<file path="src/rtl/vec_exec_sequencer.sv">
// vec_exec_sequencer
//   Multi-cycle execution controller for the 16-bit vector processor.
//   Takes one instruction at a time from fetch (valid/ready), decodes
//   instr[15:12], and sequences the FPU, the data-memory port
//   (element by element), scalar load-immediate writes and the PC.
//
// Ports
//   clk_i, rst_i        clock, synchronous active-high reset
//   instr_i/_valid_i    instruction from fetch; instr_ready_o accepts it
//   base_addr_i         memory base address, sampled at handshake
//   fpu_start_o/op_o    FPU launch pulse and operation (00 VADD, 01 VDOT, 10 SMUL)
//   fpu_done_i          FPU completion pulse
//   mem_req_o/we_o/addr_o, mem_gnt_i, mem_rvalid_i   data-memory port
//   vrf_we_o, elem_idx_o  vector register element write strobe and index
//   sreg_we_o           scalar write strobe (SLL/SLH)
//   pc_o                program counter
//   retire_o, illegal_o one-cycle completion pulse; illegal opcode flag
//   busy_o              sequencer not idle
//
// Optional feature (macro VSEQ_PERF_CNT_EN)
//   cyc_cnt_o  32-bit count of busy cycles
//   ret_cnt_o  32-bit count of retired instructions

module vec_exec_sequencer #(
    parameter int unsigned VLEN   = 4,
    parameter int unsigned ADDR_W = 16,
    parameter int unsigned PC_W   = 16
) (
    input  logic                      clk_i,
    input  logic                      rst_i,
    input  logic [15:0]               instr_i,
    input  logic                      instr_valid_i,
    output logic                      instr_ready_o,
    input  logic [ADDR_W-1:0]         base_addr_i,
    output logic                      fpu_start_o,
    output logic [1:0]                fpu_op_o,
    input  logic                      fpu_done_i,
    output logic                      mem_req_o,
    output logic                      mem_we_o,
    output logic [ADDR_W-1:0]         mem_addr_o,
    input  logic                      mem_gnt_i,
    input  logic                      mem_rvalid_i,
    output logic                      vrf_we_o,
    output logic [$clog2(VLEN)-1:0]   elem_idx_o,
    output logic                      sreg_we_o,
    output logic [PC_W-1:0]           pc_o,
    output logic                      retire_o,
    output logic                      illegal_o,
    output logic                      busy_o
`ifdef VSEQ_PERF_CNT_EN
   ,output logic [31:0]               cyc_cnt_o,
    output logic [31:0]               ret_cnt_o
`endif
);

    localparam int unsigned EW = $clog2(VLEN);

    typedef enum logic [2:0] {
        S_IDLE,
        S_FPU,
        S_MEM,
        S_LDW,
        S_RET
    } state_e;

    typedef enum logic [3:0] {
        OP_VADD = 4'd0,
        OP_VDOT = 4'd1,
        OP_SMUL = 4'd2,
        OP_SST  = 4'd3,
        OP_VLD  = 4'd4,
        OP_VST  = 4'd5,
        OP_SLL  = 4'd6,
        OP_SLH  = 4'd7,
        OP_J    = 4'd8,
        OP_NOP  = 4'd15
    } opcode_e;

    state_e            state_q, state_d;
    logic [15:0]       instr_q, instr_d;
    logic [ADDR_W-1:0] base_q,  base_d;
    logic [EW-1:0]     elem_q,  elem_d;
    logic [PC_W-1:0]   pc_q,    pc_d;
    logic              first_q, first_d;   // first FPU cycle, gates fpu_start

    logic [3:0]        op_q;
    logic [3:0]        op_in;
    logic              last_elem;
    logic              op_illegal;
    logic [PC_W-1:0]   jmp_off;

    assign op_q       = instr_q[15:12];
    assign op_in      = instr_i[15:12];
    assign last_elem  = (elem_q == EW'(VLEN - 1));
    assign op_illegal = (op_q >= 4'd9) && (op_q <= 4'd14);
    assign jmp_off    = {{(PC_W-12){instr_q[11]}}, instr_q[11:0]};

    always_ff @(posedge clk_i) begin
        if (rst_i) begin
            state_q <= S_IDLE;
            instr_q <= '0;
            base_q  <= '0;
            elem_q  <= '0;
            pc_q    <= '0;
            first_q <= 1'b0;
        end else begin
            state_q <= state_d;
            instr_q <= instr_d;
            base_q  <= base_d;
            elem_q  <= elem_d;
            pc_q    <= pc_d;
            first_q <= first_d;
        end
    end

    always_comb begin
        state_d = state_q;
        instr_d = instr_q;
        base_d  = base_q;
        elem_d  = elem_q;
        pc_d    = pc_q;
        first_d = 1'b0;

        instr_ready_o = 1'b0;
        fpu_start_o   = 1'b0;
        fpu_op_o      = 2'b00;
        mem_req_o     = 1'b0;
        mem_we_o      = 1'b0;
        vrf_we_o      = 1'b0;
        sreg_we_o     = 1'b0;
        retire_o      = 1'b0;
        illegal_o     = 1'b0;

        unique case (state_q)
            S_IDLE: begin
                instr_ready_o = 1'b1;
                if (instr_valid_i) begin
                    instr_d = instr_i;
                    base_d  = base_addr_i;
                    elem_d  = '0;
                    case (op_in)
                        OP_VADD, OP_VDOT, OP_SMUL: begin
                            state_d = S_FPU;
                            first_d = 1'b1;
                        end
                        OP_SST, OP_VLD, OP_VST: state_d = S_MEM;
                        default:                state_d = S_RET;
                    endcase
                end
            end

            S_FPU: begin
                fpu_start_o = first_q;
                fpu_op_o    = instr_q[13:12];
                if (fpu_done_i) state_d = S_RET;
            end

            S_MEM: begin
                mem_req_o = 1'b1;
                mem_we_o  = (op_q != OP_VLD);
                if (mem_gnt_i) begin
                    if (op_q == OP_VLD) begin
                        state_d = S_LDW;
                    end else if (op_q == OP_SST || last_elem) begin
                        state_d = S_RET;
                    end else begin
                        elem_d = elem_q + EW'(1);
                    end
                end
            end

            S_LDW: begin
                if (mem_rvalid_i) begin
                    vrf_we_o = 1'b1;
                    if (last_elem) begin
                        state_d = S_RET;
                    end else begin
                        elem_d  = elem_q + EW'(1);
                        state_d = S_MEM;
                    end
                end
            end

            S_RET: begin
                retire_o  = 1'b1;
                illegal_o = op_illegal;
                sreg_we_o = (op_q == OP_SLL) || (op_q == OP_SLH);
                pc_d      = (op_q == OP_J) ? pc_q + jmp_off : pc_q + PC_W'(1);
                state_d   = S_IDLE;
            end

            default: state_d = S_IDLE;
        endcase
    end

    assign mem_addr_o = base_q + ADDR_W'(elem_q);
    assign elem_idx_o = elem_q;
    assign pc_o       = pc_q;
    assign busy_o     = (state_q != S_IDLE);

`ifdef VSEQ_PERF_CNT_EN
    logic [31:0] cyc_cnt_q, ret_cnt_q;

    always_ff @(posedge clk_i) begin
        if (rst_i) begin
            cyc_cnt_q <= '0;
            ret_cnt_q <= '0;
        end else begin
            if (state_q != S_IDLE) cyc_cnt_q <= cyc_cnt_q + 32'd1;
            if (state_q == S_RET)  ret_cnt_q <= ret_cnt_q + 32'd1;
        end
    end

    assign cyc_cnt_o = cyc_cnt_q;
    assign ret_cnt_o = ret_cnt_q;
`endif

endmodule
</file>
<file path="config.mk">
export PLATFORM = sky130hd
export DESIGN_NAME = vec_exec_sequencer
export DESIGN_NICKNAME = d
export VERILOG_FILES = /design/src/rtl/vec_exec_sequencer.sv
export SDC_FILE = /design/constraint.sdc
export NUM_CORES = 1
export LEC_CHECK = 0
export ABC_AREA = 1
export BUFFER_PORTS_ARGS = -buffer_cell sky130_fd_sc_hd__buf_2
export CAP_MARGIN = 0
export CORE_AREA = 8 8 115 117
export CTS_CLUSTER_DIAMETER = 200
export DETAILED_ROUTE_END_ITERATION = 7
export DIE_AREA = 0 0 123 125
export GPL_TIMING_DRIVEN = 0
export HOLD_SLACK_MARGIN = 0.02
export SETUP_SLACK_MARGIN = 0.2
export SYNTH_ARGS = -nofsm -noshare
export SYNTH_HDL_FRONTEND = slang
export SYNTH_SLANG_ARGS = --single-unit
</file>
<file path="constraint.sdc">
create_clock -name clk_i -period 2.42 [get_ports clk_i]
set_input_delay 0 -clock clk_i [delete_from_list [all_inputs] [get_ports clk_i]]
set_output_delay 0 -clock clk_i [all_outputs]
set_load 0.01 [all_outputs]
</file>
# After elaboration in Yosys (flattened, before gate mapping)
# Index checks and enable logic that the tools add are counted.
# Widths: inputs -> output; s select.
[op_classes]
add_sub_neg = 4
order_cmp = 2
n_eq_ne = 24
muxes = 28
bitwise_logic = 2
n_reduce_logical = 13
[ops]
columns = ["cell", "count"]
rows = [
  ["$mux 3", 7],
  ["$eq 4x3->1 const B", 5],
  ["$add 16x1->16 const B", 1],
  ["$add 16x16->16", 1],
  ["$add 16x2->16", 1],
  ["$mux 16", 1],
  ["$mux 2", 7],
  ["$ne 2x2->1 const B", 7],
  ["$eq 4x2->1 const B", 3],
  ["$pmux 3 s4", 1],
  ["$mux 1", 10],
  ["$reduce_or 3->1", 3],
  ["$reduce_and 7->1", 1],
  ["$eq 3x2->1 const B", 2],
  ["$pmux 2 s3", 1],
  ["$pmux 3 s2", 1],
  ["$reduce_bool 3->1", 2],
  ["$reduce_and 5->1", 1],
  ["$eq 4x1->1 const B", 1],
  ["$eq 4x4->1 const B", 1],
  ["$ge 4x4->1 const B", 1],
  ["$le 4x4->1 const B", 1],
  ["$logic_not 4->1", 1],
  ["$ne 4x3->1 const B", 1],
  ["10 further kinds", 12],
]
[word_totals]
register_bits = 54
input_bits = 38
output_inout_bits = 45
word_cells = 79

# Depth between registers and ports, before layout
[depth]
depth_word = 6
depth_mapped = 17
depth_no_buf = 17

# Worst setup path before layout
# OpenSTA, ideal clock, no wires.
[synth_path]
path_kind = "reg2reg"
start = "register instr_q[14]"
end = "register pc_q[9] (netlist: pc_o[9])"
setup_time_ns = 0.115
arrival_ns = 2.008
required_ns = 2.305
slack_ns = 0.296
stages_incl_launch_ff = 12
n_path_buf = 0
period_less_slack_ns = 2.124
path_cell_list = "dfxtp_1 -> nor2_8 -> nand2_1 -> nor2_1 -> ha_1 -> a21oi_1 -> nand2_1 -> a21oi_1 -> o21ai_0 -> xor2_1 -> o21ai_0 -> inv_1"
[synth_via]
elab_chain_cells = 2
[synth_rtl]
columns = ["element", "line", "rtl"]
rows = [
  ["from (decl)", "80", "logic [15:0] instr_q, instr_d;"],
  ["from (signal assigned)", "108", "instr_q <= instr_d;"],
  ["$eq 4x4->1", "188", "pc_d = (op_q == OP_J) ? pc_q + jmp_off : pc_q + PC_W'(1);"],
  ["$mux 16", "188", ""],
  ["to (signal assigned)", "111", "pc_q <= pc_d;"],
  ["to (decl)", "83", "logic [PC_W-1:0] pc_q, pc_d;"],
]
# Every way passes these cells.
# A chain may end at the register's enable or synchronous reset.

# Final worst setup path
[layout_path]
start = "register elem_q[0] (netlist: elem_idx_o[0])"
end = "output port mem_addr_o[14]"
[layout_via]
elab_chain_cells = 1
[layout_rtl]
columns = ["element", "line", "rtl"]
rows = [
  ["from (decl)", "82", "logic [EW-1:0] elem_q, elem_d;"],
  ["from (signal assigned)", "110", "elem_q <= elem_d;"],
  ["$add 16x2->16", "196", "assign mem_addr_o = base_q + ADDR_W'(elem_q);"],
  ["to (decl)", "40", "output logic [ADDR_W-1:0] mem_addr_o,"],
]
# Every way passes these cells.

==> qor.txt <==
leading area contributor after synthesis -> dfxtp_1
TritonRoute pass-1 iters -> 4
top post-synthesis cells by area -> dfxtp_1, nand2_1, nor2_1
Fillers -> 1160
hold_ws -> 0.01995 ns
Worst EP required -> 2.42 ns
PortBufs -> 81
Tightest Pin Transition -> 0.6432 ns
Core Footprint -> 11610 um2
Max Cap Viol -> 0
CP Max Fanout -> 2
I/O Pins -> 83
worst clock skew -> 0.005038 ns
CTS tree -> built
first-pass GRT wire length -> 16.69 mm
dpl cells -> 721
unrepaired setup endpoints after global routing -> true
Synth Register Bits -> 54
Detail Placement HPWL -> 7.893 mm
R2R Path End -> pc_o[14]$_SDFFE_PP0P_
top cells by count, synth -> nand2_1, nor2_1, inv_1
combinational share of power -> 0.363
ANT nets after route -> 0
Psw -> 1.119 mW
CTS Buffer Depth -> 2
Slew headroom -> 0.5712
total grt overflow -> 0
Inserted Diodes -> 0
routed len/inst -> 14.43 um
Most used DFF post-synth -> dfxtp_1
R2R Path Start -> instr_q[12]$_SDFFE_PP0P_
post-synthesis sequential area ratio -> 0.3268
synth unique cells -> 33
vias in the first global route -> 3530
leakage -> 2.338 nW
R2R depth -> 14
Critical Path Sink Type -> output pin
initial antenna violation count -> 0
Initial Utilization -> 0.2849
FMAX -> 434.9 MHz
hold crit path type -> in -> reg
layout cells sized above 1 -> 0.3359
Syn Std Cell Area -> 3308 um2
Worst-Skew Late Latency -> 0.30 ns
final WL -> 11.31 mm
Setup Viol. Count Final -> 0
Syn Area/Cell -> 6.710 um2
CTS Buf Count -> 5
Die X -> 123 um
Tmin final -> 2.300 ns
Flop pwr share -> 0.379
Hold Crit Depth -> 3
top-count cell post-synth -> nand2_1
internal power -> 1.874 mW
Syn Nets -> 547
Die Ht -> 125 um
WS Path Type -> reg -> out
Post-synth EDFFs -> 0
Final period util -> 0.9502
Slew Viols, Final -> 0
cells after synthesis -> 493
Setup TNS -> 0 ns
CTS root buf -> clkbuf_16
Clock transition at path regs -> 0.07 ns
fin cells -> 784
Critical Path AT -> 2.30 ns
Vias -> 3705
DRT iter0 DRCs -> 222
Worst VDD drop -> 0.0002984 V
clk sinks -> 54
ys async rst share -> 0
Final #Nets -> 690
PwrDens -> 601.2 nW/um2
DRC Markers -> 0
final hold viol count -> 0
outcome -> finished, final reports clean
clock share of power -> 0.258
Worst Hold End -> base_q[9]$_SDFFE_PP0P_
largest net degree at the start of global routing -> 18
Via density -> 4.726
H-tree levels -> 2
post-synth top area share -> 0.3268
Layout area overhead -> 50.49%
Hold Startpoint -> base_addr_i[9]
final design utilization -> 0.4288
GRT Util Overall -> 0.1326
post-placement cell area -> 3897 um2
Ys Warns -> 0
Startpoint Class -> flip-flop
switch share -> 0.3737
r2r setup slk -> 0.22 ns
die area -> 15380 um2
row count -> 40
RD Place Congestion -> 0.8745
design area -> 4979 um2
-- power groups by stage --
stage | registers, mW | clock network (mW) | logic, mW
after floorplan | 1.13 | 0 | 0.548
after global placement | 1.13 | 0 | 0.842
after detailed placement | 1.13 | 0 | 0.858
after CTS | 1.12 | 0.779 | 0.937
after global routing | 1.15 | 0.824 | 1.21
final | 1.13 | 0.772 | 1.09
-- layout by cell type, fill, tap and decap left out, types with 2 or more instances in the layout --
cell type and instances:
a21oi_2 7, dfxtp_1 48, clkbuf_1 13, nor2_2 8
nand2_2 19, buf_4 27, nor2_1 51, buf_2 85
dlygate4sd3_1 27, o21ai_1 8, nor2_4 15, dfxtp_2 4
ha_1 3, dfxtp_4 2, clkbuf_16 5, fa_2 2
xor2_1 19, nand2_1 63, nand3_1 19, inv_2 5
o21ai_2 2, nor3_1 5, a21oi_1 42, inv_1 65
nand4_1 9, nand3_4 4, nand2_4 3, ha_4 10
o21ai_0 38, xnor2_1 5, nor3_2 2, nand3_2 6
-- final cells by class --
class                      instances  area [um2]  share of cell area
multi-input combinational        353        2336              0.4692
buffer                            17       68.82             0.01382
clock inverter                     2       16.27            0.003267
tap                              147       183.9             0.03694
inverter                          70       262.8             0.05278
clock buffer                       6       138.9             0.02790
sequential                        54        1094              0.2197
timing repair buffer             135       878.3              0.1764
-- registers in the layout (all words and copies together) (netlist names) --
name	flops
base_q	16
instr_q	16
pc_o	16
state_q	3
elem_idx_o	2
first_q	1
-- repair_timing --
action	in CTS	in global routing
pin swaps	8	40
cloned	0	1
hold endpoints to repair	27	0
setup buffers	10	17
endpoints found under the setup margin	16	17
resized for setup	19	90
hold buffers	27	0
-- logic make-up (layout without fill, tap and decap cells) --
| group | Yosys count | in the layout | synth area share |
|---|---|---|---|
| simple gates | 207 | 208 | 0.2769 |
| xor+xnor | 24 | 24 | 0.06354 |
| buf+inv | 87 | 230 | 0.1002 |
| fa+ha+maj | 16 | 16 | 0.06505 |
| flops | 54 | 54 | 0.3268 |
| compound gates | 105 | 105 | 0.1676 |
-- worst max path at each step --
| stage | start | endpoint | slack [ns] | cells past startpoint |
|---|---|---|---|---|
| floorplan | instr_q[14]$_SDFFE_PP0P_ | pc_o[9]$_SDFFE_PP0P_ | 0.30 | 11 |
| global route | elem_idx_o[0]$_SDFFE_PP0P_ | mem_addr_o[14] | -0.04 | 13 |
| global placement | instr_q[12]$_SDFFE_PP0P_ | pc_o[9]$_SDFFE_PP0P_ | -0.13 | 11 |
| finish | elem_idx_o[0]$_SDFFE_PP0P_ | mem_addr_o[14] | 0.12 | 13 |
| CTS | elem_idx_o[0]$_SDFFE_PP0P_ | mem_addr_o[14] | 0.01 | 13 |
| detailed placement | instr_q[15]$_SDFFE_PP0P_ | pc_o[9]$_SDFFE_PP0P_ | -0.14 | 12 |
-- metrics by stage --
step | worst slack, ns | power [mW]
after global placement | -0.1340 | 1.972
after floorplan | 0.2961 | 1.681
after global routing | -0.04402 | 3.182
after CTS | 0.01147 | 2.835
after detailed placement | -0.1396 | 1.993
final | 0.1205 | 2.993
-- critical path, stage by stage, from the launching register on --
cell and delay (ns):
dfxtp_4 0.37, ha_4 0.13, inv_2 0.03, fa_2 0.33, nor2_1 0.10, nand2_1 0.09, nor3_2 0.16, nand2_1 0.09
nor2_2 0.13, nand3_2 0.12, nor2_4 0.11, nand2_1 0.07, xor2_1 0.14, buf_2 0.14
-- metal layers --
| layer | vias up | track usage | wire length, um |
|---|---|---|---|
| met2 | 118 | 0.2259 | 5492 |
| met4 | 0 | 0.02906 | 170 |
| li1 | 1876 | - | - |
| met1 | 1693 | 0.1652 | 4705 |
| met5 | - | 0 | 0 |
| met3 | 18 | 0.02970 | 941 |
(Power assumes the default switching activity.)
